==> src/rtl/dm_arb_pkg.sv <==
// Shared definitions for the dm_arb data-memory arbiter: FSM states,
// default widths and the byte-enable patterns that select the write path.
package dm_arb_pkg;

    localparam int AW_DEF = 10;
    localparam int DW_DEF = 32;

    localparam logic [3:0] BE_FULL = 4'b1111;
    localparam logic [3:0] BE_NONE = 4'b0000;

    typedef enum logic [1:0] {
        ST_IDLE   = 2'd0,
        ST_ACCESS = 2'd1,
        ST_MERGE  = 2'd2,
        ST_DONE   = 2'd3
    } state_t;

endpackage

==> src/rtl/dm_arb_if.sv <==
// Bundle of the two requester ports and the data-memory port of dm_arb.
// slave = arbiter side, master = requesters plus the memory model.
interface dm_arb_if
    import dm_arb_pkg::*;
#(
    parameter int AW = AW_DEF,
    parameter int DW = DW_DEF
);

    logic          req0;
    logic          we0;
    logic [3:0]    be0;
    logic [AW-1:0] addr0;
    logic [DW-1:0] wdata0;
    logic          ack0;

    logic          req1;
    logic          we1;
    logic [3:0]    be1;
    logic [AW-1:0] addr1;
    logic [DW-1:0] wdata1;
    logic          ack1;

    logic [DW-1:0] rdata;
    logic          busy;

    logic [AW-1:0] mem_addr;
    logic [DW-1:0] mem_wdata;
    logic          mem_we;
    logic [DW-1:0] mem_rdata;

    modport slave (
        input  req0, we0, be0, addr0, wdata0,
        input  req1, we1, be1, addr1, wdata1,
        input  mem_rdata,
        output ack0, ack1, rdata, busy,
        output mem_addr, mem_wdata, mem_we
    );

    modport master (
        output req0, we0, be0, addr0, wdata0,
        output req1, we1, be1, addr1, wdata1,
        output mem_rdata,
        input  ack0, ack1, rdata, busy,
        input  mem_addr, mem_wdata, mem_we
    );

endinterface

==> src/rtl/dm_byte_merge.sv <==
// Combinational byte-lane merge: each enabled lane takes the new byte,
// every other lane keeps the old one.
module dm_byte_merge #(
    parameter int DW = 32
) (
    input  logic [DW-1:0]   old_i,
    input  logic [DW-1:0]   new_i,
    input  logic [DW/8-1:0] be_i,
    output logic [DW-1:0]   merged_o
);

    always_comb begin
        merged_o = old_i;
        for (int i = 0; i < DW / 8; i++) begin
            if (be_i[i]) merged_o[8*i +: 8] = new_i[8*i +: 8];
        end
    end

endmodule

==> src/rtl/dm_arb.sv <==
// Two-port round-robin arbiter/sequencer for the data memory; partial writes
// become read-modify-write. Define DM_ARB_FIXED_PRIO_EN for fixed port-0 priority.
module dm_arb
    import dm_arb_pkg::*;
#(
    parameter int AW = AW_DEF,
    parameter int DW = DW_DEF
) (
    input logic     clk,
    input logic     rst,
    dm_arb_if.slave bus
);

    state_t        state_q, state_d;
    logic          owner_q, owner_d;
    logic          we_q, we_d;
    logic [3:0]    be_q, be_d;
    logic [AW-1:2] addr_q, addr_d;
    logic [DW-1:0] wdata_q, wdata_d;
    logic [DW-1:0] rdata_q, rdata_d;
    logic [DW-1:0] merge_q, merge_d;
    logic [DW-1:0] merged;
    logic          sel;

`ifdef DM_ARB_FIXED_PRIO_EN
    assign sel = ~bus.req0;
`else
    logic last_q, last_d;

    // On a tie the port that did not win last time is chosen.
    assign sel = (bus.req0 & bus.req1) ? ~last_q : ~bus.req0;
`endif

    dm_byte_merge #(.DW(DW)) u_merge (
        .old_i    (bus.mem_rdata),
        .new_i    (wdata_q),
        .be_i     (be_q),
        .merged_o (merged)
    );

    assign bus.mem_addr = {addr_q, 2'b00};
    assign bus.busy     = (state_q != ST_IDLE);
    assign bus.rdata    = rdata_q;

    always_ff @(posedge clk or posedge rst) begin
        if (rst) begin
            state_q <= ST_IDLE;
            owner_q <= 1'b0;
            we_q    <= 1'b0;
            be_q    <= '0;
            addr_q  <= '0;
            wdata_q <= '0;
            rdata_q <= '0;
            merge_q <= '0;
`ifndef DM_ARB_FIXED_PRIO_EN
            last_q  <= 1'b1;
`endif
        end else begin
            state_q <= state_d;
            owner_q <= owner_d;
            we_q    <= we_d;
            be_q    <= be_d;
            addr_q  <= addr_d;
            wdata_q <= wdata_d;
            rdata_q <= rdata_d;
            merge_q <= merge_d;
`ifndef DM_ARB_FIXED_PRIO_EN
            last_q  <= last_d;
`endif
        end
    end

    always_comb begin
        state_d       = state_q;
        owner_d       = owner_q;
        we_d          = we_q;
        be_d          = be_q;
        addr_d        = addr_q;
        wdata_d       = wdata_q;
        rdata_d       = rdata_q;
        merge_d       = merge_q;
`ifndef DM_ARB_FIXED_PRIO_EN
        last_d        = last_q;
`endif
        bus.mem_we    = 1'b0;
        bus.mem_wdata = wdata_q;
        bus.ack0      = 1'b0;
        bus.ack1      = 1'b0;

        case (state_q)
            ST_IDLE: begin
                if (bus.req0 || bus.req1) begin
                    owner_d = sel;
                    we_d    = sel ? bus.we1 : bus.we0;
                    be_d    = sel ? bus.be1 : bus.be0;
                    addr_d  = sel ? bus.addr1[AW-1:2] : bus.addr0[AW-1:2];
                    wdata_d = sel ? bus.wdata1 : bus.wdata0;
`ifndef DM_ARB_FIXED_PRIO_EN
                    last_d  = sel;
`endif
                    state_d = ST_ACCESS;
                end
            end
            ST_ACCESS: begin
                state_d = ST_DONE;
                if (!we_q) begin
                    rdata_d = bus.mem_rdata;
                end else if (be_q == BE_FULL) begin
                    bus.mem_we = 1'b1;
                end else if (be_q != BE_NONE) begin
                    merge_d = merged;
                    state_d = ST_MERGE;
                end
            end
            ST_MERGE: begin
                bus.mem_we    = 1'b1;
                bus.mem_wdata = merge_q;
                state_d       = ST_DONE;
            end
            ST_DONE: begin
                bus.ack0 = ~owner_q;
                bus.ack1 = owner_q;
                state_d  = ST_IDLE;
            end
            default: state_d = ST_IDLE;
        endcase
    end

endmodule
==> src/flat_wrapper.sv <==
// flat-port wrapper written by rule: the top's interface ports become plain ports
module dm_arb_flat import dm_arb_pkg::*;
#(
    parameter int AW = AW_DEF,
    parameter int DW = DW_DEF
)
  (clk, rst, bus_req0, bus_we0, bus_be0, bus_addr0, bus_wdata0, bus_req1, bus_we1, bus_be1, bus_addr1, bus_wdata1, bus_mem_rdata, bus_ack0, bus_ack1, bus_rdata, bus_busy, bus_mem_addr, bus_mem_wdata, bus_mem_we);
  dm_arb_if #(.AW(AW), .DW(DW)) bus_i ();
  input logic clk;
  input logic rst;
  input wire logic [$bits(bus_i.req0)-1:0] bus_req0;
  input wire logic [$bits(bus_i.we0)-1:0] bus_we0;
  input wire logic [$bits(bus_i.be0)-1:0] bus_be0;
  input wire logic [$bits(bus_i.addr0)-1:0] bus_addr0;
  input wire logic [$bits(bus_i.wdata0)-1:0] bus_wdata0;
  input wire logic [$bits(bus_i.req1)-1:0] bus_req1;
  input wire logic [$bits(bus_i.we1)-1:0] bus_we1;
  input wire logic [$bits(bus_i.be1)-1:0] bus_be1;
  input wire logic [$bits(bus_i.addr1)-1:0] bus_addr1;
  input wire logic [$bits(bus_i.wdata1)-1:0] bus_wdata1;
  input wire logic [$bits(bus_i.mem_rdata)-1:0] bus_mem_rdata;
  output wire logic [$bits(bus_i.ack0)-1:0] bus_ack0;
  output wire logic [$bits(bus_i.ack1)-1:0] bus_ack1;
  output wire logic [$bits(bus_i.rdata)-1:0] bus_rdata;
  output wire logic [$bits(bus_i.busy)-1:0] bus_busy;
  output wire logic [$bits(bus_i.mem_addr)-1:0] bus_mem_addr;
  output wire logic [$bits(bus_i.mem_wdata)-1:0] bus_mem_wdata;
  output wire logic [$bits(bus_i.mem_we)-1:0] bus_mem_we;
  assign bus_i.req0 = bus_req0;
  assign bus_i.we0 = bus_we0;
  assign bus_i.be0 = bus_be0;
  assign bus_i.addr0 = bus_addr0;
  assign bus_i.wdata0 = bus_wdata0;
  assign bus_i.req1 = bus_req1;
  assign bus_i.we1 = bus_we1;
  assign bus_i.be1 = bus_be1;
  assign bus_i.addr1 = bus_addr1;
  assign bus_i.wdata1 = bus_wdata1;
  assign bus_i.mem_rdata = bus_mem_rdata;
  assign bus_ack0 = bus_i.ack0;
  assign bus_ack1 = bus_i.ack1;
  assign bus_rdata = bus_i.rdata;
  assign bus_busy = bus_i.busy;
  assign bus_mem_addr = bus_i.mem_addr;
  assign bus_mem_wdata = bus_i.mem_wdata;
  assign bus_mem_we = bus_i.mem_we;
  dm_arb #(.AW(AW), .DW(DW)) u_core (.clk(clk), .rst(rst), .bus(bus_i));
endmodule
==> config.mk <==
export PLATFORM = sky130hd
export DESIGN_NAME = dm_arb_flat
export DESIGN_NICKNAME = d
export VERILOG_FILES = /design/src/rtl/dm_arb_pkg.sv /design/src/rtl/dm_arb_if.sv /design/src/rtl/dm_byte_merge.sv /design/src/rtl/dm_arb.sv /design/src/flat_wrapper.sv
export SDC_FILE = /design/constraint.sdc
export NUM_CORES = 1
export LEC_CHECK = 0
export ABC_AREA = 1
export BUFFER_PORTS_ARGS = -buffer_cell sky130_fd_sc_hd__buf_4
export CAP_MARGIN = 0
export CORE_AREA = 4 4 145 119
export CTS_CLUSTER_SIZE = 25
export DETAILED_ROUTE_END_ITERATION = 16
export DIE_AREA = 0 0 149 123
export PLACE_DENSITY = 0.6
export SYNTH_ARGS = -nofsm -noshare
export SYNTH_HDL_FRONTEND = slang
export SYNTH_SLANG_ARGS = --single-unit
==> constraint.sdc <==
create_clock -name clk -period 5 [get_ports clk]
set_input_delay 0.75 -clock clk [delete_from_list [all_inputs] [get_ports clk]]
set_output_delay 0.75 -clock clk [all_outputs]
set_load 0.1 [all_outputs]
==> impl_results.md <==
- Synth top area cells: dfrtp_1, nand2_1, inv_1
- DRT antenna net count: 0
- Flops & latches, synth: 113
- CP Class: flop to primary output
- Top-count cell post-synth: nand2_1
- Synth cell count leaders: nand2_1, inv_1, dfrtp_1, o21ai_0, nor2_1
- Area delta synth->final: 35.3%
- TritonCTS clock tree: built
- Clock transition at the registers of the reported paths: approximately 50 ps
- HPWL after DPL: about 11,000 um
- Yosys warning count: 0
- H-tree levels: 4
- Gr ovfl total: 0
- Fraction of layout instances using a drive strength above 1: around 28%
- Post-synthesis cell count: roughly 800
- Post-synth top area share: 46.5%
- Max layer used: met4
- Slew Viols, Final: 0
- Number of global-route vias before repair: 5,154
- Req. time, crit path: approximately 4300 ps
- Initial Utilization: 38.4%
- Setup Buffers After CTS: 0
- Setup violators final: 0
- Clock Latency Late Sink: just over 400 ps
- Run status: finished clean
- Slew margin rel.: 23.8%
- Worst-path cell chain: inv_1 -> ha_2 -> o21ai_0 -> buf_4
- Met3 WL post-DR: approximately 1500 um
- Largest net degree at the start of global routing: 66
- Worst EP arrival: ~2500 ps
- Tot GR Track Use: around 18%
- Number of synthesized flops with an enable pin: 0
- Unrepaired setup endpoints after global routing: false
- Cts repair resizes: 0
- Post-DR vias/cell: roughly 4.5
- Fin nets: between 1,000 and 1,500
- Critical Path Fanout Max: between 60 and 70
- Final Hold Vio Count: 0
- CTS max path bufs: 2
- Async SR Flop Fraction: 100%
- Clock Skew: around 6.5 ps
- Drt wl/cell: about 13 um
- Row count: just over 40
- Diode count: 0
- Core ar.: roughly 16,000 um2
- Max Freq: 305 MHz
- CP top delay family: adder cells
- IO buf count: 201
- Post-Syn Area: approximately 6000 um2
- Main synth FF type: dfrtp_1
- Initial DRC Count: 210
- Slowest stage delay, CP: between 900 and 1000 ps
- First-pass GRT wire length: 26,000 um
- GPL Wtd Cong: ~0.76
- Die ar.: approximately 18,000 um2
- CP endpoint kind: primary output
- Die X-Extent: ~150 um
- M1 WL: 7460 um
- CP Launch Type: flop
- Hold Crit Class: input pin to asynchronous set/reset pin
- Initial antenna violation count: 0
- Clock Tree Root: clkbuf_16
- Synth area leader: dfrtp_1
- Hold buffers post-CTS: 0
- Cell variety after synth: 25
- Setup TNS: 0 ps
- Die extent in y: roughly 120 um
- Critical path buffers and inverters: 2
- Max Cap Viol: 0
- # IOs: 208
- Synth Area per Inst: about 7.5 um2
- CTS buffer count: 17
- # clock sinks: 113
- Post-Route WL: roughly 16,000 um
- Final Cycle Share: 65.5%
- Drc violations: 0
- Metal2 WL: ~7000 um
- Total vias in the final route: 5,368
- Pin slew with the least headroom to its limit: 1140 ps
- Seq/Total Area, Yosys: about 47%
- Slowest cell on the critical path: ha_2
- Minimum clock period: about 3300 ps
- Pre-antenna DRT Iters: 5
[cell usage in the layout (no fill, tap or decap), types with 3 or more instances in the layout]
cell         n
a21oi_1      3
buf_4      205
bufinv_16    3
clkbuf_1     3
clkbuf_16   17
clkinv_2     4
dfrtp_1    112
ha_1         3
inv_1      131
inv_2        5
nand2_1    289
nor2_1      49
o21ai_0     99
o22ai_1     23
o22ai_2     22
[stage by stage]
step           area (um2)  std cells  setup WS, ps  utilization [%]  hold WS [ps]
6_report             8150       1205          1730             51.9           364
5_1_grt              8150       1205          1430             51.9           396
4_1_cts              8150       1205          1640             51.9           367
3_5_place_dp         7560       1173          2080             48.1           465
3_3_place_gp         7560       1173          2110             48.1           464
2_1_floorplan        6030        800          1100                -           449
[metal layers]
metal,track usage (%),vias to the layer above
li1,-,2795
met3,6.93,10
met2,27.6,154
met5,0,-
met1,24.0,2409
met4,3.95,0
[final timing paths]
path	startpoint	end	slack, ps	depth (start not counted)
max	u_core.state_q[0]$_DFFE_PP0P_	bus_mem_wdata[29]	1730	4
min	rst	u_core.bus.rdata[12]$_DFFE_PP0P_	360	2
max reg2reg	u_core.be_q[2]$_DFFE_PP0P_	u_core.merge_q[19]$_DFFE_PP0P_	2740	5
min reg2reg	u_core.merge_q[11]$_DFFE_PP0P_	u_core.merge_q[11]$_DFFE_PP0P_	480	2
max in group asynchronous	rst	u_core.last_q$_DFFE_PP1P_	3720	3
min in group clk	u_core.merge_q[11]$_DFFE_PP0P_	u_core.merge_q[11]$_DFFE_PP0P_	480	2
[cell type report]
type | count | area, um2
Clock buffer | 22 | 464
Timing Repair Buffer | 206 | 1560
Multi-Input combinational cell | 502 | 2380
Fill cell | 1613 | 7540
Inverter | 137 | 517
Tap cell | 215 | 269
Sequential cell | 113 | 2830
Clock inverter | 10 | 134
[state kept, by name, summed over array words and instances, names as in the netlist]
register          cells
u_core.state_q        2
u_core.owner_q        1
u_core.bus.rdata     32
u_core.merge_q       32
u_core.be_q           4
u_core.addr_q         8
u_core.wdata_q       32
u_core.we_q           1
u_core.last_q         1
[cells by family (layout without fill, tap and decap cells)]
family / after synthesis / after routing / share of synthesized area, %
AO/OA/AOI/OAI: 149 / 149 / 15.8
adder cells (fa/ha/maj): 4 / 4 / 0.830
other: 1 / 2 / 0.0622
flip-flops: 113 / 113 / 46.9
AND/OR/NAND/NOR: 347 / 347 / 22.6
buffers and inverters: 185 / 375 / 13.8
Power is not shown: default switching activity piles up to over one toggle a cycle in this logic, so the estimate is an artifact.
